## src/rtl/serial_adder.sv

```systemverilog
// Bit-serial adder/subtractor: one full-adder cell and a carry flop process
// WIDTH-bit operands LSB first under a start/busy/done handshake.
module serial_adder #(
  parameter int WIDTH = 8
) (
  input  logic             clk,
  input  logic             rst,
  input  logic             start,
  input  logic             sub,
  input  logic [WIDTH-1:0] a,
  input  logic [WIDTH-1:0] b,
  input  logic             cin,
  output logic             busy,
  output logic             done,
  output logic [WIDTH-1:0] sum,
  output logic             cout,
  output logic             ovf
);

  localparam int CNT_W = $clog2(WIDTH + 1);

  typedef enum logic [1:0] {IDLE, RUN, DONE} state_t;

  state_t           state, state_nxt;
  logic [WIDTH-1:0] a_sh, b_sh, res_sh, res_nxt;
  logic [CNT_W-1:0] cnt;
  logic             carry;
  logic             fa_sum, fa_carry;
  logic             accept, last_bit;

  assign fa_sum   = a_sh[0] ^ b_sh[0] ^ carry;
  assign fa_carry = (a_sh[0] & b_sh[0]) | (a_sh[0] & carry) | (b_sh[0] & carry);
  // Sum bit enters at the MSB so the LSB-first stream lands in place after WIDTH shifts.
  assign res_nxt  = (res_sh >> 1) | (WIDTH'(fa_sum) << (WIDTH - 1));
  assign last_bit = (cnt == CNT_W'(WIDTH - 1));
  assign accept   = start && ((state == IDLE) || (state == DONE));

  assign busy = (state == RUN);
  assign done = (state == DONE);

  always_ff @(posedge clk or posedge rst) begin
    if (rst) state <= IDLE;
    else     state <= state_nxt;
  end

  always_comb begin
    state_nxt = state;
    case (state)
      IDLE:    if (start) state_nxt = RUN;
      RUN:     if (last_bit) state_nxt = DONE;
      DONE:    state_nxt = start ? RUN : IDLE;
      default: state_nxt = IDLE;
    endcase
  end

  always_ff @(posedge clk or posedge rst) begin
    if (rst) begin
      a_sh   <= '0;
      b_sh   <= '0;
      res_sh <= '0;
      carry  <= 1'b0;
      cnt    <= '0;
      sum    <= '0;
      cout   <= 1'b0;
      ovf    <= 1'b0;
    end else if (accept) begin
      // Subtraction is a + ~b + 1, so the carry flop supplies the +1.
      a_sh  <= a;
      b_sh  <= sub ? ~b : b;
      carry <= sub ? 1'b1 : cin;
      cnt   <= '0;
    end else if (state == RUN) begin
      a_sh   <= a_sh >> 1;
      b_sh   <= b_sh >> 1;
      res_sh <= res_nxt;
      carry  <= fa_carry;
      cnt    <= cnt + CNT_W'(1);
      if (last_bit) begin
        // On the MSB cycle the carry flop holds the carry into the sign bit.
        sum  <= res_nxt;
        cout <= fa_carry;
        ovf  <= carry ^ fa_carry;
      end
    end
  end

endmodule
```

## config.mk

```make
export PLATFORM = sky130hd
export DESIGN_NAME = serial_adder
export DESIGN_NICKNAME = d
export VERILOG_FILES = /design/src/rtl/serial_adder.sv
export SDC_FILE = /design/constraint.sdc
export NUM_CORES = 1
export LEC_CHECK = 0
export ABC_AREA = 1
export BUFFER_PORTS_ARGS = -buffer_cell sky130_fd_sc_hd__buf_2
export CORE_ASPECT_RATIO = 0.75
export CORE_MARGIN = 2
export CORE_UTILIZATION = 40
export DETAILED_ROUTE_END_ITERATION = 10
export PLACE_DENSITY = 0.62
export SLEW_MARGIN = 10
export SYNTH_ARGS = -nofsm -noshare
export SYNTH_HDL_FRONTEND = slang
export SYNTH_SLANG_ARGS = --single-unit
```

## constraint.sdc

```tcl
create_clock -name clk -period 1.3 [get_ports clk]
set_input_delay 0.065 -clock clk [delete_from_list [all_inputs] [get_ports clk]]
set_output_delay 0.065 -clock clk [all_outputs]
set_load 0.02 [all_outputs]
```

==> metrics.md <==
| Metric | Value |
|---|---|
| Pwr Density | 2370 nW/um^2 |
| Worst Path Max Fanout | 3 |
| Post-Syn Instances | 248 |
| Hpwl dp | 2760 um |
| Peak supply drop | 0.993 mV |
| Slew HR | between 80 and 90% |
| Ant diodes | 0 |
| Flops & latches, synth | 40 |
| Reg2Reg Depth | 7 |
| Layout cells sized above 1 | about a quarter |
| # setup viols final | 0 |
| CP required | 1.24 ns |
| Vias in the first global route | between 1500 and 2000 |
| RSZ-0062 raised after global routing | no |
| Initial Util | 42.0% |
| Final period util | 95.2% |
| Max Cap Viol | 0 |
| Hold Path Stages | 3 |
| Slew @ Worst Pin | 0.268 ns |
| Final hold violations | 0 |
| Core Region | 4490 sq um |
| Chip width | 83.3 um |
| Routed vias/inst | roughly 4.5 |
| GPL Wtd Cong | 0.726 |
| Static Leak | 0.00139 uW |
| Global-route wire length before repair | between 6000 and 7000 um |
| Met3 usage | 3.93% |
| IO Port Bufs | 32 |
| Netlist cell types | 19 |
| CTS tree | done |
| Total GRT Usage | 16.4% |
| Max-slew violation count | 0 |
| # fillers | 439 |
| Syn_nets | ~270 |
| Grt ovf | 0 |
| Drt drc | 0 |
| Routing usage on met2 | 27.2% |
| Drt wl/cell | 11.0 um |
| GR peak layer | met2 |
| Largest net degree at the start of global routing | between 40 and 50 |
| Antenna violations before repair | 0 |
| Overall via count from detail_route | about 1600 |
| Post-route ant nets | 0 |
| CTS sink count | 40 |
| Mean post-synth cell area | 7.61 sq um |
| Syn-to-layout area delta | 29.1% |
| Die height | 63.5 um |
| Top Ports | 33 |
| Worst clock skew | 0.00555 ns |
| Crit. End Element | output pin |
| Overall routed net length | about 4000 um |
| H-tree levels | 2 |
| Final Critical Period | between 1 and 1.5 ns |
| Cell Count, Final, Fillers Out | roughly 360 |
| Total Die Area | ~5300 sq um |
| Max clock buf depth | 2 |
| Clock root buffer | clkbuf_8 |
| Initial DRC count | 94 |
| Synthesis Warnings | 0 |
| Fin Hold WS | 0.0330 ns |
| Met1 usage | roughly a fifth |
| CP startpoint kind | flip-flop |
| Clock-pin slew on the worst setup and hold paths | 0.08 ns |
| TritonRoute pass-1 iters | 4 |
| Cell area after synthesis | about 1900 sq um |
| Register area share after synthesis | 53.1% |
| Cell total after placement | 349 |
| R2R setup slack | around 0.070 ns |
| Run status | finished clean |
| Row count | 21 |
| Worst Hold Class | primary input to flip-flop |
| Cts bufs inserted | 5 |
| Clock Latency Late Sink | 0.29 ns |
| CP Data Arrival Time | ~1.2 ns |
| Nets | 328 |
| CP Class | flip-flop to output pin |
| Fmax achieved | 0.808 GHz |
[cells by family (layout without fill, tap and decap cells)]
logic type | after synthesis | in the layout | synth area share, %
XOR/XNOR | 2 | 2 | 0.929
AND/OR/NAND/NOR | 164 | 165 | 35.0
AO/OA/AOI/OAI | 8 | 8 | 2.12
buffers and inverters | 32 | 89 | 7.16
adder cells (fa/ha/maj) | 2 | 2 | 1.72
flip-flops | 40 | 40 | 53.1
[synth_stat cells, drive strengths merged]
cell   number  area, sq um
a21oi       1         5.00
buf         8         45.0
dfrtp      40         1000
fa          1         20.0
ha          1         12.5
inv        24         90.1
nand2     138          526
nand3      16         80.1
nand4       1         6.26
nor2        7         36.3
o21ai       7         35.0
or2         2         12.5
xnor2       1         8.76
xor2        1         8.76
[power breakdown]
part	internal, uW	switching (uW)
combinational	1150	1510
sequential	1810	325
clock	569	418
[metrics by stage]
stage / setup TNS (ns) / setup slack [ns] / area, sq um / util [%] / power (uW)
after CTS: 0 / 0.00542 / 2410 / 53.7 / 5760
after global routing: 0 / 0.00938 / 2440 / 54.2 / 6300
final: 0 / 0.0626 / 2440 / 54.2 / 5780
after floorplan: 0 / 0.0928 / 1890 / - / 3710
after detailed placement: -2.20 / -0.226 / 2250 / 50.0 / 4620
after global placement: -1.57 / -0.159 / 2250 / 50.0 / 4570
[cells in the final DEF, fill, tap and decap left out, types with 3 or more instances in the layout]
cell type	count
nand2_1	135
dfrtp_1	40
buf_2	31
inv_1	21
buf_4	19
nand3_1	16
o21ai_0	7
clkbuf_8	5
nand2_2	4
nor2_1	3
buf_6	3
[repair_timing]
action / 4_1_cts / 5_1_grt
cloned: 0 / 1
hold buffers: 2 / 0
endpoints found under the hold margin: 41 / 0
setup buffers: 3 / 0
pin swaps: 1 / 2
endpoints found under the setup margin: 12 / 8
gates resized for setup: 4 / 8
[critical path, cell delays in order, from the launching register on]
cell and delay (ns):
dfrtp_1 0.39, buf_4 0.14, nor2_4 0.13, buf_12 0.12, buf_6 0.10
[state kept, by name, summed over array words and instances, names as in the netlist]
register	cells
a_sh	8
b_sh	8
sum	8
res_sh	7
cnt	4
state	2
carry	1
cout	1
ovf	1
[layout make-up]
type / instances / area, sq um / share of cell area [%]
multi-input cells: 177 / 769 / 31.6
well taps: 57 / 71.3 / 2.93
inverters: 24 / 95.1 / 3.90
repair buffers: 57 / 392 / 16.1
flip-flops and latches: 40 / 1000 / 41.1
clock inverters: 2 / 35.0 / 1.44
clock buffers: 6 / 72.6 / 2.98
[final timing paths]
kind                       startpoint  endpoint
setup / recovery             state[1]      busy
min in group asynchronous         rst    sum[6]
setup reg to reg             state[1]    sum[3]
hold reg to reg                sum[4]    sum[4]
hold / removal                    cin     carry
max in group asynchronous         rst   a_sh[4]
[routing by layer]
metal	wire, um	vias to the layer above
met5	0	-
met4	79	0
met3	131	7
met2	1780	24
met1	2000	749
li1	-	857
No activity file was read; power rests on OpenSTA's default activity.
